File: config.mk
export PLATFORM = sky130hd
export DESIGN_NAME = wl_hsrx
export DESIGN_NICKNAME = d
export VERILOG_FILES = /design/src/rtl/wl_hsrx.sv
export SDC_FILE = /design/constraint.sdc
export NUM_CORES = 1
export LEC_CHECK = 0
export ABC_AREA = 1
export BUFFER_PORTS_ARGS = -buffer_cell sky130_fd_sc_hd__buf_4
export CORE_MARGIN = 8
export CORE_UTILIZATION = 25
export DETAILED_ROUTE_END_ITERATION = 16
export PLACE_DENSITY = 0.51
export SYNTH_ARGS = -nofsm -noshare
export SYNTH_HDL_FRONTEND = slang
export SYNTH_SLANG_ARGS = --single-unit
export TNS_END_PERCENT = 10
File: constraint.sdc
create_clock -name clk -period 1.8 [get_ports clk]
set_input_delay 0 -clock clk [delete_from_list [all_inputs] [get_ports clk]]
set_output_delay 0 -clock clk [all_outputs]
set_load 0.01 [all_outputs]
File: src/rtl/wl_hsrx.sv
// rtl/wl_hsrx.sv - 4-phase handshake receiver with a one-word output buffer and transfer counter
module wl_hsrx #(
    parameter int DW = 8,
    parameter int CW = 16
) (
    input  logic          clk,
    input  logic          rst_b,
    input  logic          req_s,
    input  logic [DW-1:0] din,
    output logic          ack,
    output logic [DW-1:0] dout,
    output logic          dout_vld,
    input  logic          dout_rdy,
    output logic [CW-1:0] xfer_cnt
);

    typedef enum logic {
        IDLE = 1'b0,
        ACKD = 1'b1
    } state_t;

    state_t state;
    state_t state_nxt;
    logic   buf_free;
    logic   capture;

    // The buffer counts as free when it is empty or is being drained on this very edge.
    always_comb begin
        buf_free  = !dout_vld || dout_rdy;
        capture   = 1'b0;
        state_nxt = state;
        case (state)
            IDLE: begin
                if (req_s && buf_free) begin
                    capture   = 1'b1;
                    state_nxt = ACKD;
                end
            end
            ACKD: begin
                if (!req_s) begin
                    state_nxt = IDLE;
                end
            end
            default: state_nxt = IDLE;
        endcase
    end

    // ack is its own flop loaded from the next state, so it never glitches toward the source.
    always_ff @(posedge clk or posedge rst_b) begin
        if (rst_b) begin
            state    <= IDLE;
            ack      <= 1'b0;
            dout     <= '0;
            dout_vld <= 1'b0;
            xfer_cnt <= '0;
        end else begin
            state <= state_nxt;
            ack   <= (state_nxt == ACKD);
            if (capture) begin
                dout     <= din;
                dout_vld <= 1'b1;
                xfer_cnt <= xfer_cnt + CW'(1);
            end else if (dout_vld && dout_rdy) begin
                dout_vld <= 1'b0;
            end
        end
    end

endmodule

# [Word level (Yosys, flattened, before mapping)]
# Index checks and enable logic that the tools add are counted.
[word_totals] output_inout_bits=26 wordCells=17 reg_bits=26 in_bits=12
[classes] bitwise=1 add_sub_neg=1 muxes=6 n_reduce_logical=5
[ops] operator="$add A16 B1 Y16 const B" n=1
[ops] operator="$mux W1" n=5
[ops] operator="$logic_and A1 B1 Y1" n=2
[ops] operator="$pmux W1 S2" n=1
[ops] operator="$reduce_bool A2 Y1" n=1
[ops] operator="$logic_not A1 Y1" n=1
[ops] operator="$logic_or A1 B1 Y1" n=1
[ops] operator="$not A1 Y1" n=1

# [Depth between registers and ports, before layout]
# Gate-level depths: netlist of run 1.
[depth] word_depth=6 mapped_depth=8

# [Least setup slack after synthesis of run 1]
# Ideal clock, no wire load.
[synth_path] path_type="reg2reg" startpoint="reg xfer_cnt[1]" endpoint="reg xfer_cnt[12]" setup_time_ps=120 stages_incl_launch_ff=7 required_ps=1680 n_path_buf=0 path_slack_ps=591 t_arrival_ps=1088 synth_period_minus_slack_ps=1209 cell_sequence="dfrtp_1 ha_1 nand3_1 nor2_1 nand2_2 o21ai_1 nand2_1"
[synth_via] elab_chain_len=1
[synth_lines] item="from (decl)" line="14" source="output logic [CW-1:0] xfer_cnt"
[synth_lines] item="from (signal assigned)" line="62" source="xfer_cnt <= xfer_cnt + CW'(1);"
[synth_lines] item="$add A16 B1 Y16" line="62"
# Every way passes these cells.
# A chain may end at the register's enable or synchronous reset.

# [Worst setup path after layout of run 1]
[layout_path] startpoint="reg state" endpoint="reg xfer_cnt[12]"
[layout_via] elab_chain_len=1
[layout_lines] item="from (decl)" line="22" source="state_t state;"
[layout_lines] item="from (signal assigned)" line="57" source="state <= state_nxt;"
[layout_lines] item="$mux W1" line="32" source="case (state)"
# Every way passes these cells.

==> results of run 1 <==
path summary, 6_finish.rpt:
check / start / to / cells past startpoint
setup / recovery: state$_DFF_PP0_ / xfer_cnt[12]$_DFFE_PP0P_ / 6
hold / removal: dout_rdy / dout_vld$_DFFE_PP0P_ / 4
setup reg to reg: state$_DFF_PP0_ / xfer_cnt[12]$_DFFE_PP0P_ / 6
hold reg to reg: dout[4]$_DFFE_PP0P_ / dout[4]$_DFFE_PP0P_ / 2
max in group asynchronous: rst_b / xfer_cnt[4]$_DFFE_PP0P_ / 4
min in group asynchronous: rst_b / xfer_cnt[15]$_DFFE_PP0P_ / 4
flip-flops by register name (all words and copies together) (netlist names):
register  cells
state         1
dout_vld      1
xfer_cnt     16
dout          8
cell usage in the layout (no fill, tap or decap):
| cell type | instances |
|---|---|
| nor2_1 | 11 |
| xnor2_1 | 3 |
| nand2_1 | 69 |
| nand2_2 | 3 |
| nand2_4 | 1 |
| inv_1 | 15 |
| buf_4 | 39 |
| nand3b_1 | 4 |
| inv_2 | 2 |
| ha_1 | 1 |
| o21ai_0 | 1 |
| xor2_1 | 3 |
| nor2_4 | 4 |
| nand3_1 | 7 |
| clkbuf_8 | 4 |
| o21ai_1 | 3 |
| nand3_2 | 1 |
| dlygate4sd3_1 | 9 |
| nand4_1 | 2 |
| dfrtp_1 | 26 |
| nor2_2 | 2 |
final cells by class:
cell class / count / share of cell area
inverters: 17 / 0.0354
multi-input cells: 115 / 0.311
clock buffers: 4 / 0.0306
well taps: 70 / 0.0486
flip-flops and latches: 26 / 0.361
repair buffers: 48 / 0.213
worst register-to-register path, cell delays in order, from the launching register on:
cell	delay (ps)
dfrtp_1	430
nor2_4	140
nand2_2	120
inv_2	220
nand2_2	140
o21ai_1	150
nand2_1	60
Yosys cell counts:
master	count	area share
nand2_1	69	0.20
dfrtp_1	26	0.51
inv_1	15	0.044
nor2_1	11	0.032
nand3_1	7	0.027
nand3b_1	4	0.023
nor2_4	4	0.035
nand2_2	3	0.015
o21ai_1	3	0.012
xnor2_1	3	0.020
xor2_1	3	0.020
inv_2	2	0.0058
nand4_1	2	0.0097
nor2_2	2	0.0097
buf_2	1	0.0039
buf_4	1	0.0058
ha_1	1	0.0097
nand2_4	1	0.0087
nand3_2	1	0.0078
o21ai_0	1	0.0039
cells by family after synthesis:
kind of cell | Yosys count
XOR/XNOR | 6
buffers and inverters | 19
AO/OA/AOI/OAI | 4
adder cells (fa/ha/maj) | 1
AND/OR/NAND/NOR | 104
flip-flops | 26
where the power goes:
| group | total, uW | internal (uW) | switching, uW |
|---|---|---|---|
| clock network | 384 | 196 | 188 |
| registers | 856 | 714 | 142 |
| logic | 612 | 295 | 317 |
| total | 1850 | 1200 | 648 |
per-stage QoR:
step	total power [uW]	cell area, um^2	util	instances
final	1850	1800	0.357	280
after detailed placement	1480	1660	0.328	267
after floorplan	1170	1290	-	160
after global routing	1990	1800	0.357	280
after global placement	1470	1660	0.328	267
after CTS	1890	1800	0.357	280
layer usage:
metal / GRT usage / wire length (um) / up-vias
li1: - / - / 587
met1: 0.105 / 1430 / 519
met2: 0.156 / 1530 / 20
met3: 0.0272 / 181 / 4
met4: 0.0422 / 56 / 0
met5: 0 / 0 / -
==> results.py, run 1 <==
metrics = {
    "synthesis": {
        "synth-simple-area-share": 0.369,
        "yosysSeqAreaShare": 0.505,
        "syn_area_per_cell_um2": 8.05,
        "synth_compound_gate_area_share": 0.0155,
        "yosysWarningCount": 0,
        "synthAdderAreaFrac": 0.00972,
        "synth_mux_area_frac": 0,
        "syn_nets": 173,
        "synth_cell_type_count": 20,
        "postSynthCellCount": 160,
        "netlist_area_mm2": 0.00129,
        "synth_top_family_by_area": "simple AND/OR/NAND/NOR gates",
        "ys_seq_elements": 26,
        "synth_xor_xnor_area_share": 0.0408,
    },
    "critical_path": {
        "cp.arrival_ps": 1520,
        "required_ps": 1960,
        "cp_max_fo": 13,
        "crit_path_end_kind": "register",
        "reg2reg_slack_ps": 440,
        "crit_slowest_cell": "dfrtp_1",
        "critPathKind": "reg2reg",
        "slowest_delay_ps": 430,
        "worst_setup_path_start_kind": "register",
        "crit_buf_inv": 1,
        "crit_chain": "nor2_4 -> nand2_2 -> inv_2 -> nand2_2 -> o21ai_1 -> nand2_1",
        "cpLargestDelayFamily": "simple AND/OR/NAND/NOR gates",
        "worst_path_most_repeated_cell": "nand2_2",
    },
    "finish": {
        "multi_input_area_um2": 561,
        "area_growth_syn_to_layout_pct": 39.8,
        "ff_latch_area_um2": 651,
        "nFillCells": 546,
        "fin_nets": 224,
        "diodes": 0,
        "drive_gt1_frac": 0.267,
    },
    "hold_path": {
        "hp-class": "in2reg",
    },
    "clocking": {
        "cts_root_buf": "clkbuf_8",
        "cts.clk_slew.worst_paths_ps": 90,
        "post-cts-setup-buffer-count": 0,
        "clk_path_buf_depth": 2,
        "cts.sinks": 26,
        "clock_latency_ps": 270,
        "cts-buffers-inserted": 3,
        "post_cts_resized": 0,
        "postCtsHoldBufs": 9,
        "cts_tree": "done",
        "htreeDepth": 1,
    },
    "grt": {
        "antenna_found_initial": 0,
        "grt_pass1_wl_um": 5670,
        "grtUsageTotal": 0.0925,
        "grt_pass1_vias": 1242,
        "grt-ovfl-total": 0,
        "grt_max_degree": 27,
    },
    "routing": {
        "drtPass1Iterations": 4,
        "dr.first_iter.drc_count": 78,
        "viasPerCell": 4.04,
        "drt.antenna.violating_nets": 0,
        "wl_um": 3200,
        "vias": 1130,
        "drc": 0,
        "wl_per_cell_um": 11.4,
    },
    "timing": {
        "fin_setup_tns_ps": 0,
        "min_period_ps": 1360,
        "timing.final.crit_share": 0.753,
        "slew_headroom": 0.779,
        "max_clock_freq_mhz": 737,
        "setup_viol": 0,
        "slew_violations": 0,
        "clock_skew_ps": 1.47,
        "rsz0062_at_grt": "false",
        "hold_viol_final": 0,
        "hold-worst-slack_ps": 44.2,
        "worstMarginPinSlew_ps": 331,
        "postLayoutSetupSlackWorst_ps": 444,
    },
    "floorplan": {
        "rows": 26,
        "num_io_pins": 38,
        "dieWidth_um": 87.8,
        "initial_core_util": 0.255,
        "die_h_um": 87.8,
        "dieArea_mm2": 0.00770,
        "core_area_mm2": 0.00504,
    },
    "status": {
        "outcome": "completed",
    },
    "power": {
        "leakage_uw": 0.000915,
        "peakVddDrop_uv": 429,
        "p_per_area_mw_per_mm2": 1030,
    },
    "placed_design": {
        "pre_cts_ws_ps": 425,
        "port_buffers": 37,
        "gp_congestion": 0.743,
        "hpwl_um": 2380,
    },
    "job": {
        "max_cap_viol_count": 0,
    },
}
Note: power is estimated with default switching activity, not from simulation.
==> run 2: changes to the inputs <==
==> constraint.sdc (replaced) <==
create_clock -name clk -period 1.3 [get_ports clk]
set_input_delay 0 -clock clk [delete_from_list [all_inputs] [get_ports clk]]
set_output_delay 0 -clock clk [all_outputs]
set_load 0.01 [all_outputs]
==> results.py, run 2 (synthesis gave the netlist of run 1 again) <==
metrics = {
    "status": {
        "outcome": "finished, violations left",
        "violations": "setup timing",
    },
    "routing": {
        "drtPass1Iterations": 4,
        "met1_length_um": 1690,
        "dr.first_iter.drc_count": 47,
        "wl_per_cell_um": 12.1,
        "drc": 0,
        "drt.antenna.violating_nets": 0,
        "top_layer": "met3",
        "vias": 1142,
        "routed-wl-met2_um": 1600,
        "viasPerCell": 3.97,
        "wl_um": 3480,
        "wl_met3_um": 188,
    },
    "timing": {
        "hold-worst-slack_ps": 51.4,
        "max_clock_freq_mhz": 769,
        "hold_viol_final": 0,
        "min_period_ps": 1300,
        "fin_setup_tns_ps": -0.827,
        "setup_viol": 1,
        "rsz0062_at_grt": "true",
        "worstMarginPinSlew_ps": 344,
        "clock_skew_ps": 4.32,
        "timing.final.crit_share": 1.00,
        "slew_violations": 0,
        "slew_headroom": 0.771,
        "postLayoutSetupSlackWorst_ps": -0.827,
    },
    "clocking": {
        "cts.sinks": 26,
        "cts.clk_slew.worst_paths_ps": 100,
        "htreeDepth": 1,
        "clk_path_buf_depth": 2,
        "clock_latency_ps": 270,
        "cts_tree": "done",
        "cts_root_buf": "clkbuf_8",
        "cts-buffers-inserted": 3,
    },
    "placed_design": {
        "port_buffers": 37,
        "gp_congestion": 0.765,
        "pre_cts_ws_ps": 48.8,
        "hpwl_um": 2410,
    },
    "finish": {
        "largest_reg_flops": 16,
        "fin_nets": 232,
        "drive_gt1_frac": 0.339,
        "layout_common_cells": "nand2_1 (68), buf_4 (46), dfrtp_1 (23), inv_1 (15), dlygate4sd3_1 (9)",
        "multi_input_area_um2": 599,
        "diodes": 0,
        "ff_latch_area_um2": 654,
        "largest_registers": "xfer_cnt (16), dout (8)",
        "largest_register": "xfer_cnt",
        "final_common_cell": "nand2_1",
        "area_growth_syn_to_layout_pct": 48.1,
        "nFillCells": 538,
    },
    "grt": {
        "grt-ovfl-total": 0,
        "grt_pass1_wl_um": 5810,
        "antenna_found_initial": 0,
        "grt_pass1_vias": 1221,
        "grtUsageTotal": 0.0957,
        "grt_max_degree": 27,
    },
    "power": {
        "power_frac_comb": 0.385,
        "p_total_uw": 2820,
        "netSwitchingFraction": 0.355,
        "p_per_area_mw_per_mm2": 1480,
        "intPower_uw": 1820,
        "p_seq_frac": 0.421,
        "p_sw_uw": 1000,
        "peakVddDrop_uv": 620,
        "clkPwrFrac": 0.194,
        "leakage_uw": 0.000960,
    },
    "floorplan": {
        "die_h_um": 87.8,
        "rows": 26,
        "dieWidth_um": 87.8,
        "dieArea_mm2": 0.00770,
        "num_io_pins": 38,
        "core_area_mm2": 0.00504,
        "initial_core_util": 0.255,
    },
    "critical_path": {
        "cp.arrival_ps": 1480,
        "slowest_delay_ps": 460,
        "worst_path_most_repeated_cell": "nand2_1",
        "crit_path_end_kind": "register",
        "r2r_start": "xfer_cnt[1]$_DFFE_PP0P_",
        "cp_max_fo": 5,
        "worst_setup_path_start_kind": "register",
        "crit_slowest_cell": "dfrtp_1",
        "crit_start": "xfer_cnt[1]$_DFFE_PP0P_",
        "required_ps": 1470,
        "crit_chain": "buf_6 -> nand2_4 -> nor2_4 -> nand2_2 -> nor2_4 -> nand2_1 -> nand2_1 -> nand2_1",
        "critPathKind": "reg2reg",
    },
    "job": {
        "max_cap_viol_count": 0,
    },
    "hold_path": {
        "hp-class": "in2reg",
        "hold_start": "req_s",
    },
}
## run 2: cell count changes in the layout (fill, tap and decap cells not counted), moves of 3 or more
cell | before | now
buf_4 | 39 | 46
dfrtp_1 | 26 | 23
dfrtp_2 | 0 | 3
nor2_1 | 11 | 7
nor2_2 | 2 | 5
## run 2: worst paths after layout
path / depth (start not counted) / slack, ps / to
worst max register to register: 8 / -0.8 / xfer_cnt[15]$_DFFE_PP0P_
worst min-delay path: 3 / 50 / state$_DFF_PP0_
worst min register to register: 2 / 490 / dout[3]$_DFFE_PP0P_
min in group asynchronous: 4 / 340 / dout[1]$_DFFE_PP0P_
max in group asynchronous: 4 / 690 / xfer_cnt[0]$_DFFE_PP0P_
worst max-delay path: 8 / -0.8 / xfer_cnt[15]$_DFFE_PP0P_
## run 2: metal layers
metal / GRT usage / vias to the layer above
li1: - / 601
met1: 0.124 / 523
met2: 0.146 / 18
met3: 0.0263 / 0
met4: 0.0375 / 0
met5: 0 / -
## run 2: worst max-delay path, delay by kind of cell (launching register included)
kind          cells  cell delay [ps]
buf+inv           1              140
flops             1              460
simple gates      7              590
## run 2: cell type report
cell class,instances,area share
flip-flops and latches,26,0.343
repair buffers,56,0.234
clock buffers,4,0.0289
multi-input cells,115,0.314
inverters,17,0.0335
well taps,70,0.0459
## run 2: power by group through the flow
stage | clock, uW | combinational (uW) | sequential [uW]
after floorplan | 0 | 365 | 1250
after global placement | 0 | 916 | 1180
after detailed placement | 0 | 918 | 1180
after CTS | 568 | 940 | 1170
after global routing | 611 | 1210 | 1220
final | 547 | 1090 | 1190
## run 2: per-stage QoR
stage,instance area [um^2],util,instances
after floorplan,1290,-,160
after global placement,1690,0.334,271
after detailed placement,1690,0.334,271
after CTS,1830,0.363,284
after global routing,1910,0.378,288
final,1910,0.378,288
## run 2: repair_timing
| action | in CTS | in global routing |
|---|---|---|
| resized for setup | 0 | 14 |
| hold endpoints to repair | 34 | 0 |
| setup buffers | 0 | 4 |
| endpoints found under the setup margin | 0 | 9 |
| hold buffers | 9 | 0 |
